`src/rtl/pio_pkg.sv`:
```
// Shared constants and types for the LED output PIO.
// Register map addresses and the pulse FSM state encoding.
package pio_pkg;

  localparam logic [2:0] ADDR_DATA      = 3'd0;
  localparam logic [2:0] ADDR_SET       = 3'd1;
  localparam logic [2:0] ADDR_CLEAR     = 3'd2;
  localparam logic [2:0] ADDR_TOGGLE    = 3'd3;
  localparam logic [2:0] ADDR_PULSE     = 3'd4;
  localparam logic [2:0] ADDR_PULSE_LEN = 3'd5;
  localparam logic [2:0] ADDR_STATUS    = 3'd6;

  typedef enum logic {
    IDLE  = 1'b0,
    PULSE = 1'b1
  } pulse_state_t;

endpackage

```
`src/rtl/led_out_pio_if.sv`:
```
// Avalon-MM slave bus bundle for the LED output PIO.
// The CPU side is the master; the PIO is the slave.
interface led_out_pio_if #(
  parameter int DATA_WIDTH = 18
);

  logic [2:0]            address;
  logic                  chipselect;
  logic                  write_n;
  logic [DATA_WIDTH-1:0] writedata;
  logic [DATA_WIDTH-1:0] readdata;

  modport master (
    output address,
    output chipselect,
    output write_n,
    output writedata,
    input  readdata
  );

  modport slave (
    input  address,
    input  chipselect,
    input  write_n,
    input  writedata,
    output readdata
  );

endinterface

```
`src/rtl/pio_pulse_timer.sv`:
```
// One-shot pulse timer: holds the inversion mask for max(len,1) cycles.
// mask_nxt exposes the next-cycle mask so the output register stays aligned.
module pio_pulse_timer
  import pio_pkg::*;
#(
  parameter int DATA_WIDTH = 18,
  parameter int CNT_WIDTH  = 16
) (
  input  logic                  clk,
  input  logic                  reset,
  input  logic                  start,
  input  logic [DATA_WIDTH-1:0] mask,
  input  logic [CNT_WIDTH-1:0]  len,
  output logic [DATA_WIDTH-1:0] active_mask,
  output logic [DATA_WIDTH-1:0] mask_nxt,
  output logic                  busy
);

  pulse_state_t          state_q;
  pulse_state_t          state_d;
  logic [CNT_WIDTH-1:0]  cnt_q;
  logic [CNT_WIDTH-1:0]  cnt_d;
  logic [DATA_WIDTH-1:0] mask_d;

  always_ff @(posedge clk or posedge reset) begin
    if (reset) begin
      state_q     <= IDLE;
      cnt_q       <= '0;
      active_mask <= '0;
    end else begin
      state_q     <= state_d;
      cnt_q       <= cnt_d;
      active_mask <= mask_d;
    end
  end

  always_comb begin
    state_d = state_q;
    cnt_d   = cnt_q;
    mask_d  = active_mask;
    unique case (state_q)
      IDLE: begin
        if (start) begin
          state_d = PULSE;
          mask_d  = mask;
          // zero length is treated as a single cycle
          cnt_d   = (len == '0) ? '0 : len - CNT_WIDTH'(1);
        end
      end
      PULSE: begin
        if (cnt_q == '0) begin
          state_d = IDLE;
          mask_d  = '0;
        end else begin
          cnt_d = cnt_q - CNT_WIDTH'(1);
        end
      end
      default: begin
        state_d = IDLE;
        mask_d  = '0;
      end
    endcase
  end

  assign busy     = (state_q == PULSE);
  assign mask_nxt = mask_d;

endmodule

```
`src/rtl/led_out_pio.sv`:
```
// Avalon-MM output PIO with set/clear/toggle and a timed one-shot pulse.
// out_port is registered from the next data and mask values.
module led_out_pio
  import pio_pkg::*;
#(
  parameter int                    DATA_WIDTH      = 18,
  parameter logic [DATA_WIDTH-1:0] RESET_VALUE     = '0,
  parameter int                    PULSE_CNT_WIDTH = 16
) (
  input  logic                  clk,
  input  logic                  reset,
  led_out_pio_if.slave          bus,
  output logic [DATA_WIDTH-1:0] out_port
);

  logic                       wr;
  logic                       start;
  logic                       busy;
  logic [DATA_WIDTH-1:0]      data_reg;
  logic [DATA_WIDTH-1:0]      data_nxt;
  logic [DATA_WIDTH-1:0]      mask_q;
  logic [DATA_WIDTH-1:0]      mask_nxt;
  logic [DATA_WIDTH-1:0]      rd_mux;
  logic [PULSE_CNT_WIDTH-1:0] pulse_len;

  assign wr    = bus.chipselect & ~bus.write_n;
  assign start = wr && (bus.address == ADDR_PULSE);

  always_comb begin
    data_nxt = data_reg;
    if (wr) begin
      case (bus.address)
        ADDR_DATA:   data_nxt = bus.writedata;
        ADDR_SET:    data_nxt = data_reg | bus.writedata;
        ADDR_CLEAR:  data_nxt = data_reg & ~bus.writedata;
        ADDR_TOGGLE: data_nxt = data_reg ^ bus.writedata;
        default:     data_nxt = data_reg;
      endcase
    end
  end

  pio_pulse_timer #(
    .DATA_WIDTH (DATA_WIDTH),
    .CNT_WIDTH  (PULSE_CNT_WIDTH)
  ) u_timer (
    .clk         (clk),
    .reset       (reset),
    .start       (start),
    .mask        (bus.writedata),
    .len         (pulse_len),
    .active_mask (mask_q),
    .mask_nxt    (mask_nxt),
    .busy        (busy)
  );

  always_ff @(posedge clk or posedge reset) begin
    if (reset) begin
      data_reg  <= RESET_VALUE;
      out_port  <= RESET_VALUE;
      pulse_len <= PULSE_CNT_WIDTH'(1);
    end else begin
      data_reg <= data_nxt;
      out_port <= data_nxt ^ mask_nxt;
      if (wr && (bus.address == ADDR_PULSE_LEN))
        pulse_len <= PULSE_CNT_WIDTH'(bus.writedata);
    end
  end

  always_comb begin
    rd_mux = '0;
    case (bus.address)
      ADDR_DATA:      rd_mux = data_reg;
      ADDR_PULSE:     rd_mux = mask_q;
      ADDR_PULSE_LEN: rd_mux = DATA_WIDTH'(pulse_len);
      ADDR_STATUS:    rd_mux[0] = busy;
      default:        rd_mux = '0;
    endcase
  end

  // read path ignores chipselect; one cycle of latency
  always_ff @(posedge clk or posedge reset) begin
    if (reset) bus.readdata <= '0;
    else       bus.readdata <= rd_mux;
  end

endmodule
```
`src/flat_wrapper.sv`:
```
// flat-port wrapper written by rule: the top's interface ports become plain ports
module led_out_pio_flat import pio_pkg::*;
#(
  parameter int                    DATA_WIDTH      = 18,
  parameter logic [DATA_WIDTH-1:0] RESET_VALUE     = '0,
  parameter int                    PULSE_CNT_WIDTH = 16
)
  (clk, reset, out_port, bus_address, bus_chipselect, bus_write_n, bus_writedata, bus_readdata);
  led_out_pio_if #(.DATA_WIDTH(DATA_WIDTH)) bus_i ();
  input  logic clk;
  input  logic reset;
  output logic [DATA_WIDTH-1:0] out_port;
  input wire logic [$bits(bus_i.address)-1:0] bus_address;
  input wire logic [$bits(bus_i.chipselect)-1:0] bus_chipselect;
  input wire logic [$bits(bus_i.write_n)-1:0] bus_write_n;
  input wire logic [$bits(bus_i.writedata)-1:0] bus_writedata;
  output wire logic [$bits(bus_i.readdata)-1:0] bus_readdata;
  assign bus_i.address = bus_address;
  assign bus_i.chipselect = bus_chipselect;
  assign bus_i.write_n = bus_write_n;
  assign bus_i.writedata = bus_writedata;
  assign bus_readdata = bus_i.readdata;
  led_out_pio #(.DATA_WIDTH(DATA_WIDTH), .RESET_VALUE(RESET_VALUE), .PULSE_CNT_WIDTH(PULSE_CNT_WIDTH)) u_core (.clk(clk), .reset(reset), .bus(bus_i), .out_port(out_port));
endmodule
```
`config.mk`:
```
export PLATFORM = sky130hd
export DESIGN_NAME = led_out_pio_flat
export DESIGN_NICKNAME = d
export VERILOG_FILES = /design/src/rtl/pio_pkg.sv /design/src/rtl/led_out_pio_if.sv /design/src/rtl/pio_pulse_timer.sv /design/src/rtl/led_out_pio.sv /design/src/flat_wrapper.sv
export SDC_FILE = /design/constraint.sdc
export NUM_CORES = 1
export LEC_CHECK = 0
export CAP_MARGIN = 25
export CORE_ASPECT_RATIO = 2
export CORE_MARGIN = 3
export CORE_UTILIZATION = 60
export CTS_BUF_LIST = sky130_fd_sc_hd__clkbuf_4 sky130_fd_sc_hd__clkbuf_8 sky130_fd_sc_hd__clkbuf_16
export DETAILED_ROUTE_END_ITERATION = 8
export GPL_TIMING_DRIVEN = 0
export PLACE_DENSITY = 0.8
export SETUP_SLACK_MARGIN = 0.1
export SLEW_MARGIN = 20
export SYNTH_ARGS = -nofsm -noshare
export SYNTH_HDL_FRONTEND = slang
export SYNTH_SLANG_ARGS = --single-unit
```
`constraint.sdc`:
```
create_clock -name clk -period 6.7 [get_ports clk]
set_input_delay 1.34 -clock clk [delete_from_list [all_inputs] [get_ports clk]]
set_output_delay 1.34 -clock clk [all_outputs]
set_load 0.005 [all_outputs]
```
Yosys cells after proc, flatten, opt, wreduce, memory -nomap -nowiden
Cells that the tools add are included.

Register bits after elaboration: 105. Input bits: 25. Output and inout bits: 36. Word-level logic and storage cells: 45.

$add $sub $neg: 2. Eq/ne operators: 8. Mux-type cells: 14. Bitwise gates (word level): 8. Reductions and logical operators: 6.

Operators by type and width (number): $pmux W18 S4 (1); $mux W18 (3); $pmux W17 S3 (1); $mux W16 (3); $pmux W18 S2 (1); $xor A18 B18 Y18 (2); $logic_not A16 Y1 (2); $pmux W16 S2 (1); $sub A16 B1 Y16 const B (2); $and A18 B18 Y18 (1); $not A18 Y18 (1); $or A18 B18 Y18 (1); $eq A3 B3 Y1 const B (3); $eq A3 B2 Y1 const B (2); $pmux W1 S4 (1); $eq A3 B1 Y1 const B (1); $logic_not A3 Y1 (1); $logic_and A1 B1 Y1 (2); $mux W1 (2); $ne A2 B1 Y1 const B (1); $ne A2 B2 Y1 const B (1); $not A1 Y1 (2); $pmux W1 S2 (1); $reduce_and A2 Y1 (1); $and A1 B1 Y1 (1).

Depth between registers and ports, before layout
Gate-level depths: netlist of the first run.

Word-level depth: 6. Gate-level depth with buffers: 9. Gate-level depth less buffers: 8.

Cells and area by module
From an unflattened synthesis of the first run, not the netlist that was laid out.

Cells, all modules: 609. Area total of the unflattened synthesis: 6154.7 um^2.

By module, submodules not included: led_out_pio (instances 1, cells each 362, area each 4005.1 um^2, seq. area each 1752.9 um^2); pio_pulse_timer (instances 1, cells each 247, area each 2149.6 um^2, seq. area each 875.8 um^2).

Least setup slack after synthesis of the first run
Ideal clock, no wire load.

Path type: in2reg. From: input bus_address[2]. To: register u_core.pulse_len[15]. Library setup time: 0.125 ns. Arrival: 2.743 ns. Required time: 6.575 ns. Setup slack: 3.832 ns. Stages on the path: 6. Buffers on the path: 3. Path through: clkbuf_1 > and2_0 > nor3b_1 > buf_2 > buf_2 > mux2_2.

Cells in the longest elaborated chain, start to end: 2.

Ends and longest elaborated chain: from (decl) (RTL line flat_wrapper.sv:13) `input wire logic [$bits(bus_i.address)-1:0] bus_address;`; $eq A3 B3 Y1 (RTL line led_out_pio.sv:64) `if (wr && (bus.address == ADDR_PULSE_LEN))`; $logic_and A1 B1 Y1 (RTL line led_out_pio.sv:64); to (signal assigned) (RTL line led_out_pio.sv:65) `pulse_len <= PULSE_CNT_WIDTH'(bus.writedata);`; to (decl) (RTL line led_out_pio.sv:24) `logic [PULSE_CNT_WIDTH-1:0] pulse_len;`.

No other way between the ends. A chain may end at the register's enable or synchronous reset.

Worst setup path in the final report of the first run
From: input bus_address[1]. To: register u_core.bus.readdata[8].

Cells in the longest elaborated chain, start to end: 2. Elaborated cells on any way between the ends: 4. Classes of those cells: 2 x eq/ne; 1 x mux; 1 x reduce/logical.

Ends and longest elaborated chain: $eq A3 B3 Y1 / $logic_not A3 Y1 (equally long branches) (RTL line led_out_pio.sv:71) `case (bus.address)`; $pmux W17 S3 * (RTL line led_out_pio.sv:71); via u_core.rd_mux[8] (RTL line led_out_pio.sv:23) `logic [DATA_WIDTH-1:0] rd_mux;`; to (signal assigned) (RTL line led_out_pio.sv:83) `else bus.readdata <= rd_mux;`; to (decl) (RTL line led_out_pio_if.sv:26) `output readdata`.

Mark *: on every way through the listed nets, which the timed path passes. The rest lies on a longest branch.

==> run metrics, run 1 <==
outcome=completed; crit-path cells=clkdlybuf4s50_1 > clkbuf_1 > buf_1 > buf_1 > buf_1 > nor2_1; WP data arrival=4.03 ns; Die W=77.7 microns; post-synthesis sequential area ratio=42.6%; startpoint type of the worst setup path=input pin; Routed WL=17000 microns; Gates resized, CTS repair=0; final count of negative-setup-slack endpoints=0; global-route wire length before repair=27000 microns; total grt overflow=0; die height=149 microns; Via-to-Cell Ratio=6.40; setup tns final=0 ns; Synth area leader=dfrtp_1; RR Endpoint=u_core.out_port[13]; Max IR drop VDD=0.000216 V; most common cell in the synthesized netlist=dfrtp_1; M1 WL=6040 microns; PwrDens=341 nW/um^2; CP max FO=10; Final HPWL DP=12300 microns; WHS=0.570 ns; multi-input logic area=3180 sq um; CTS sink count=105; die area=11600 sq um; top cells by area, synth=dfrtp_1, ha_1, mux2_2; Critical Path End=u_core.bus.readdata[8]; post-route setup slack=2.88 ns; CP Class=in2reg; Critical Path Source=bus_address[1]; Worst-Skew Late Latency=0.35 ns; post-synth top area share=42.2%; CTS tree=yes; routability congestion estimate=0.908; Post-CTS Setup Bufs=0; Routed Antenna Nets=0; clock buffer depth=2; met2 wire length=9050 microns; Post-Synth Adder-Cell Area=7.71%; final cell count without fillers=807; # rows=51; fraction of the mapped netlist area in simple logic gates=13.3%; Slew headroom=38.3%; top sig layer=met4; mean routed wirelength per cell=21.0 microns; Remaining DRCs=0; port bufs=58; DR iter-0 viols=379; largest net degree at the start of global routing=67; actual slew at the worst max-slew pin=0.917 ns; Root Driver=clkbuf_16; Leakage=3.24 nW; ys async rst share=100%; Num CTS Buffers=9; Synth Flop Type=dfrtp_1; Compound-Gate Fraction of Synth Area=18.5%; final net count=733; # placed instances=791; Worst-path clk slew=0.07 ns; syn_nets=663; Post-Synth XOR/XNOR Area=3.41%; Post-Syn Instances=600; most frequent cells after synthesis=dfrtp_1, nand2_1, inv_1; Final Cycle Share=57.1%; Layout Skew=0.00898 ns; CP max stage delay=0.57 ns; FF-to-FF path depth=8; R2R setup slack=3.87 ns; post-synthesis mux area share=8.62%; Overall Power=2.47 mW; core box area=9890 sq um; largest family of logic cells by synthesized area=compound AO/OA/AOI/OAI gates; post-synthesis cell area=6170 sq um; Total GRT Usage=29.9%; Worst R2R Start=u_core.u_timer.cnt_q[0]; most frequent CP cell=buf_1; starting density of the core=62.4%; critical path's slowest cell=clkdlybuf4s50_1; RSZ-0062 raised after global routing=false; Fillers=741; type of the most critical hold path=reg2reg; fraction of layout instances using a drive strength above 1=11.7%; Synth warnings=0; Synth cell types=62; pre-CTS setup slack=2.58 ns; Via Count=5161; Critical Path End Type=flip-flop; Hold-fix buffers, CTS=0; # H-tree levels=3; initial antenna violation count=0; met3 WL post-DR=946 microns; Critical Path RT=6.91 ns; max-slew violation count=0; vias in the first global route=5446; Max-Cap Viols=0; # diodes=0; Final Hold Viols=0; Peak Freq=262 MHz; Top Ports=61; first-pass iteration count of the detailed router=5; synth-to-layout area growth=17.5%; EDFF count, synth=0; FF+latch count, synth=105; Final Critical Period=3.82 ns; register area=2630 sq um; synthesized area per cell=10.3 sq um
layout by cell type (no fill, tap or decap), types with 22 or more instances in the layout:
master           instances
nand2_1                 49
dfrtp_1                104
a21oi_1                 22
ha_1                    38
mux2i_1                 25
nor2_1                  41
clkdlybuf4s50_1         58
o21a_1                  22
mux2_2                  25
inv_1                   45
layer usage:
| layer | GRT usage [%] | vias up |
|---|---|---|
| li1 | - | 2283 |
| met5 | 0 | - |
| met2 | 53.8 | 249 |
| met3 | 4.05 | 74 |
| met1 | 31.9 | 2555 |
| met4 | 20.1 | 0 |
power breakdown:
group	internal, mW	leakage [nW]	total, mW	switching [mW]
combinational	0.453	1.79	0.922	0.468
sequential	0.836	1.30	1.01	0.173
clock	0.293	0.151	0.539	0.246
final cells by class:
cell class | instances | share of cell area, %
Tap cell | 132 | 2.28
Multi-Input combinational cell | 410 | 43.9
Timing Repair Buffer | 59 | 8.39
Buffer | 37 | 2.43
Clock buffer | 9 | 3.11
Inverter | 48 | 2.56
Sequential cell | 105 | 36.3
Clock inverter | 7 | 1.04
worst max-delay path: cells and delay by family:
family,cells,cell delay [ns]
simple gates,1,0.13
buf+inv,5,2.56
cell families after synthesis:
logic type | Yosys count
simple gates | 154
compound gates | 144
flops | 105
buf+inv | 85
mux | 50
fa+ha+maj | 38
xor+xnor | 24
worst min path at each step:
stage,start,to,slack (ns),cells past startpoint
after global placement,u_core.u_timer.cnt_q[13],u_core.u_timer.cnt_q[13],0.54,2
after CTS,u_core.u_timer.active_mask[1],u_core.u_timer.active_mask[1],0.56,2
after floorplan,u_core.u_timer.cnt_q[13],u_core.u_timer.cnt_q[13],0.50,2
after global routing,u_core.u_timer.active_mask[6],u_core.u_timer.active_mask[6],0.59,2
after detailed placement,u_core.u_timer.cnt_q[13],u_core.u_timer.cnt_q[13],0.55,2
final,u_core.u_timer.active_mask[1],u_core.u_timer.active_mask[1],0.57,2
stage by stage:
| step | cell area, sq um | util [%] |
|---|---|---|
| finish | 7250 | 73.3 |
| global route | 7250 | 73.3 |
| CTS | 7250 | 73.3 |
| detailed placement | 6950 | 70.2 |
| global placement | 6910 | 69.9 |
| floorplan | 6170 | - |
Power figures use the tool's default switching activity.
==> inputs of run 2 (changes only) <==
- CORE_UTILIZATION: 60 -> 58
- PLACE_DENSITY: 0.8 -> 0.78
- clock period: 6.7 -> 3.9 ns (I/O delays scaled with it)
==> run metrics, run 2 (synthesis results as in run 1) <==
crit-path cells=clkdlybuf4s50_1 > clkbuf_1 > buf_1 > buf_1 > buf_1 > nor2_1; vias in the first global route=5303 (-2.6%); CTS tree=yes; Remaining DRCs=0 (unchanged); commonest non-fill, non-tap cell in the layout=dfrtp_1; Max IR drop VDD=0.000381 V (+77%); actual slew at the worst max-slew pin=0.992 ns (+0.0749 ns); DR iter-0 viols=342 (-9.8%); die height=152 microns (+1.6%); largest net degree at the start of global routing=61 (-9.0%); total grt overflow=0 (unchanged); Root Driver=clkbuf_16; final count of negative-setup-slack endpoints=0 (unchanged); WP data arrival=3.71 ns (-0.32 ns); outcome=completed; Routed WL=17000 microns (about the same); Max-Cap Viols=0 (unchanged); RSZ-0062 raised after global routing=false; startpoint type of the worst setup path=input pin; first-pass iteration count of the detailed router=5 (unchanged); Gates resized, CTS repair=0 (unchanged); most frequent CP cell=buf_1; setup tns final=0 ns (unchanged); CP max FO=10 (unchanged); post-route setup slack=0.377 ns (-2.50 ns); # rows=52 (+2.0%); Num CTS Buffers=9 (unchanged); type of the most critical hold path=reg2reg; multi-input logic area=3180 sq um (unchanged); starting density of the core=60.0% (-2.4 points); share of the core filled with cells=70.5% (-2.8 points); CP Class=in2reg; Slew headroom=33.2% (-5.0 points); # H-tree levels=3 (unchanged); die area=12000 sq um (+3.2%); Top Ports=61 (unchanged); Sequential Power Share=41.0% (about the same); Clock power frac=21.5% (-0.3 points); Routed Antenna Nets=0 (unchanged); R2R setup slack=0.95 ns (-2.92 ns); Critical Path RT=4.09 ns (-2.82 ns); Post-CTS Setup Bufs=0 (unchanged); port bufs=58 (unchanged); CTS sink count=105 (unchanged); routability congestion estimate=0.885 (-2.5%); Peak Freq=284 MHz; Via Count=5058 (-2.0%); Final Hold Viols=0 (unchanged); Worst-Skew Late Latency=0.35 ns (about the same); Overall Power=4.20 mW (+70%); CP max stage delay=0.66 ns (+0.09 ns); Final HPWL DP=12600 microns (+2.3%); register area=2630 sq um (unchanged); Leakage=3.24 nW (-0.13%); core box area=10300 sq um (+3.9%); Net Sw Power=1.48 mW (+67%); max-slew violation count=0 (unchanged); critical path's slowest cell=buf_1; Hold-fix buffers, CTS=0 (unchanged); # diodes=0 (unchanged); Via-to-Cell Ratio=6.24 (-2.4%); synth-to-layout area growth=17.5% (unchanged); internal power=2.73 mW (+72%); Final Critical Period=3.52 ns; Final Cycle Share=90.3%; Total GRT Usage=29.2% (-0.78 points); most frequent cells in the layout=dfrtp_1, clkdlybuf4s50_1, nand2_1; fraction of layout instances using a drive strength above 1=11.7% (unchanged); Layout Skew=0.00489 ns (-0.00409 ns); Gate power share=37.5% (+0.2 points); sw frac=35.1% (-0.77 points); initial antenna violation count=0 (unchanged); Die W=78.9 microns (+1.6%); Worst-path clk slew=0.07 ns (about the same); pre-CTS setup slack=0.144 ns (-2.43 ns); Fillers=819 (+11%); Critical Path End Type=flip-flop; global-route wire length before repair=27200 microns (+0.82%); PwrDens=580 nW/um^2 (+70%); final net count=733 (unchanged); mean routed wirelength per cell=20.9 microns (-0.38%); clock buffer depth=2 (unchanged)
run 2: routing by layer:
layer  part of all wire (%)  global-route usage [%]
met4                    4.8                    16.6
met1                     35                    31.5
met3                    4.7                    3.79
met2                     55                    53.1
met5                      0                       0
run 2: worst max-delay path, delay by kind of cell:
| kind | cells | cell delay (ns) |
|---|---|---|
| and+or+nand+nor | 1 | 0.15 |
| buffers and inverters | 5 | 2.77 |
run 2: final cells by class:
type,count,area share [%]
Clock inverter,5,0.777
Clock buffer,11,3.32
Buffer,37,2.43
Inverter,48,2.56
Sequential cell,105,36.3
Multi-Input combinational cell,410,43.9
Timing Repair Buffer,59,8.39
Tap cell,135,2.33
run 2: metrics by stage:
step                      instance area (sq um)  hold WS, ns  instances
after CTS                                  7250        0.556        810
final                                      7250        0.555        810
after global routing                       7250        0.586        810
after detailed placement                   6950        0.540        794
after floorplan                            6170        0.501        600
after global placement                     6920        0.535        793
run 2: final timing paths:
check,to,depth (start not counted),from
worst min-delay path,u_core.u_timer.cnt_q[13],2,u_core.u_timer.cnt_q[13]
worst max-delay path,u_core.bus.readdata[1],6,bus_address[1]
min in group asynchronous,u_core.u_timer.cnt_q[1],2,reset
worst max register to register,u_core.out_port[13],8,u_core.u_timer.cnt_q[0]
worst min register to register,u_core.u_timer.cnt_q[13],2,u_core.u_timer.cnt_q[13]
max in group asynchronous,u_core.pulse_len[7],3,reset
run 2: power by group through the flow:
stage	logic [mW]	clock network, mW	registers (mW)
2_1_floorplan	1.01	0	1.67
3_3_place_gp	1.52	0	1.71
3_5_place_dp	1.57	0	1.73
4_1_cts	1.58	0.920	1.71
5_1_grt	1.73	0.963	1.76
6_report	1.58	0.905	1.72
==> inputs of run 3 (changes only) <==
- CORE_ASPECT_RATIO: 2 -> 1.4
- CORE_UTILIZATION: 58 -> 52
- PLACE_DENSITY: 0.78 -> 0.74
- SYNTH_HIERARCHICAL: unset -> 1
- clock period: 3.9 -> 2.8 ns (I/O delays scaled with it)
==> run metrics, run 3 <==
starting density of the core=53.7% (-6.3 points); max-slew violation count=0 (unchanged); Final Cycle Share=89.6%; synthesized area per cell=10.1 sq um (-1.7%); Worst-path clk slew=0.07 ns (about the same); Critical Path Source=bus_address[2]; routability congestion estimate=0.911 (+2.9%); post-route setup slack=0.292 ns (-0.0848 ns); Finished Cell Area=7280 sq um (+0.45%); Routed WL=16500 microns (-2.5%); PwrDens=721 nW/um^2 (+24%); most frequent cells after synthesis=dfrtp_1, nor2_1, nand2_1; Gate power share=31.8% (-5.7 points); Critical Path RT=3.06 ns (-1.03 ns); Synth cell types=67 (+8.1%); largest net degree at the start of global routing=55 (-9.8%); Final Hold Viols=0 (unchanged); WP data arrival=2.77 ns (-0.94 ns); final count of negative-setup-slack endpoints=0 (unchanged); EDFF count, synth=0 (unchanged); sw frac=34.9% (-0.22 points); Worst-Skew Late Latency=0.35 ns (about the same); global-route wire length before repair=26700 microns (-1.8%); CP max FO=10 (unchanged); post-synthesis sequential area ratio=42.7% (+0.087 points); clock buffer depth=2 (unchanged); Critical Path End Type=flip-flop; met2 wire length=8900 microns (-4.9%); Overall Power=5.24 mW (+25%); Post-CTS Setup Bufs=0 (unchanged); RR Endpoint=u_core/u_timer/cnt_q[15]; Via Count=5063 (+0.099%); synth-to-layout area growth=18.3%; # H-tree levels=3 (unchanged); final net count=744 (+1.5%); mean routed wirelength per cell=20.0 microns (-4.7%); DR iter-0 viols=383 (+12%); type of the most critical hold path=in2async; die area=13200 sq um (+10%); Layout Skew=0.00755 ns (+0.00266 ns); die height=135 microns (-11%); CP Class=in2reg; CTS tree=yes; Fillers=916 (+12%); Top Ports=61 (unchanged); Total GRT Usage=25.5% (-3.6 points); Placed Area=6980 sq um (+0.38%); ys async rst share=100% (unchanged); post-synthesis cell area=6150 sq um (-0.20%); Num CTS Buffers=9 (unchanged); Post-Syn Instances=609 (+1.5%); outcome=completed; total grt overflow=0 (unchanged); core box area=11500 sq um (+11%); Routed Antenna Nets=0 (unchanged); most frequent cells in the layout=dfrtp_1, nor2_1, clkdlybuf4s50_1; startpoint type of the worst setup path=input pin; Root Driver=clkbuf_16; setup tns final=0 ns (unchanged); initial antenna violation count=0 (unchanged); Synth area leader=dfrtp_1; Hold-fix buffers, CTS=0 (unchanged); RSZ-0062 raised after global routing=false; Critical Path End=u_core/out_port[9]; Synth warnings=6 (+6); Die W=97.9 microns (+24%); Sequential Power Share=44.7% (+3.7 points); share of the core filled with cells=63.5% (-6.9 points); pre-CTS setup slack=-0.645 ns (-0.789 ns); vias in the first global route=5210 (-1.8%); Final HPWL DP=12100 microns (-3.6%); M1 WL=6180 microns (+3.1%); CTS sink count=105 (unchanged); WHS=0.546 ns (-0.00884 ns); commonest non-fill, non-tap cell in the layout=dfrtp_1; Synth Flop Type=dfrtp_1; Via-to-Cell Ratio=6.11 (-2.2%); internal power=3.41 mW (+25%); # diodes=0 (unchanged); Slew headroom=44.8% (+12 points); Max-Cap Viols=0 (unchanged); final cell count without fillers=829 (+2.3%); first-pass iteration count of the detailed router=5 (unchanged); top cells by area, synth=dfrtp_1, ha_1, nor2_1; top sig layer=met4; Gates resized, CTS repair=6 (+6); port bufs=59 (+1.7%); Remaining DRCs=0 (unchanged); Net Sw Power=1.83 mW (+24%); post-synth top area share=42.3% (+0.086 points); syn_nets=673 (+1.5%); FF+latch count, synth=105 (unchanged); # placed instances=814 (+2.5%); met3 WL post-DR=911 microns (+15%); Final Critical Period=2.51 ns; Clock power frac=23.6% (+2.1 points); fraction of layout instances using a drive strength above 1=14.9% (+3.2 points); Leakage=3.24 nW (about the same); Max IR drop VDD=0.000331 V (-13%); most common cell in the synthesized netlist=dfrtp_1; Peak Freq=399 MHz; # rows=46 (-12%); Worst R2R Start=u_core/pulse_len[1]; R2R setup slack=0.35 ns (-0.60 ns); FF-to-FF path depth=5 (-3); actual slew at the worst max-slew pin=0.820 ns (-0.172 ns)
-- run 3: cell types whose count changed after synthesis, moves of 7 or more --
| cell | delta |
|---|---|
| nor3_1 | -7 |
| nor2_1 | +24 |
| a22oi_2 | +10 |
| mux2_2 | -8 |
| a2bb2oi_1 | -20 |
| a221oi_2 | +10 |
| a22oi_1 | -10 |
| a32oi_1 | +10 |
| o221ai_1 | -15 |
| clkbuf_1 | -10 |
| a21oi_4 | -10 |
| a21oi_1 | +20 |
| o21a_1 | -21 |
-- run 3: how the worst min path moves through the flow --
stage	startpoint	slack [ns]	endpoint	cells past startpoint
4_1_cts	reset	0.56	u_core/out_port[13]	2
3_3_place_gp	u_core/data_reg[9]	0.53	u_core/bus.readdata[9]	2
2_1_floorplan	u_core/data_reg[10]	0.51	u_core/bus.readdata[10]	2
5_1_grt	reset	0.57	u_core/out_port[13]	2
3_5_place_dp	u_core/data_reg[9]	0.54	u_core/bus.readdata[9]	2
6_report	reset	0.55	u_core/out_port[13]	2
-- run 3: critical path, stage by stage --
cell             delay [ns]
clkdlybuf4s50_1        0.49
buf_4                  0.18
nand3b_1               0.19
nor3_2                 0.27
nor2b_2                0.28
clkbuf_4               0.27
nand2_1                0.07
a21oi_1                0.22
xor2_1                 0.23
-- run 3: layer usage --
layer,track usage [%],vias to the layer above
met5,0,-
met4,10.9,0
met3,3.05,51
met2,46.3,198
met1,30.4,2516
li1,-,2298
-- run 3: layout make-up --
cell class	count	area (sq um)	share of cell area, %
clock inverters	6	50.0	0.688
clock buffers	10	239	3.28
inverters	46	175	2.41
plain buffers	31	203	2.78
repair buffers	61	638	8.77
multi-input cells	426	3160	43.5
well taps	144	180	2.48
flip-flops and latches	105	2630	36.1
-- run 3: kinds of logic after synthesis --
family	after synthesis	share of synthesized area, %
DFF	105	42.7
xor gates and xnor gates	30	4.27
buffers and inverters	78	6.00
AOI/OAI and AO/OA	124	15.5
adders and majority gates	39	7.93
muxes	45	7.75
and+or+nand+nor	188	15.8
-- run 3: power by group through the flow --
| stage | clock [mW] | combinational (mW) | sequential (mW) |
|---|---|---|---|
| 6_report | 1.24 | 1.67 | 2.34 |
| 4_1_cts | 1.25 | 1.67 | 2.33 |
| 5_1_grt | 1.30 | 1.84 | 2.39 |
| 2_1_floorplan | 0 | 1.05 | 2.26 |
| 3_5_place_dp | 0 | 1.66 | 2.36 |
| 3_3_place_gp | 0 | 1.59 | 2.33 |
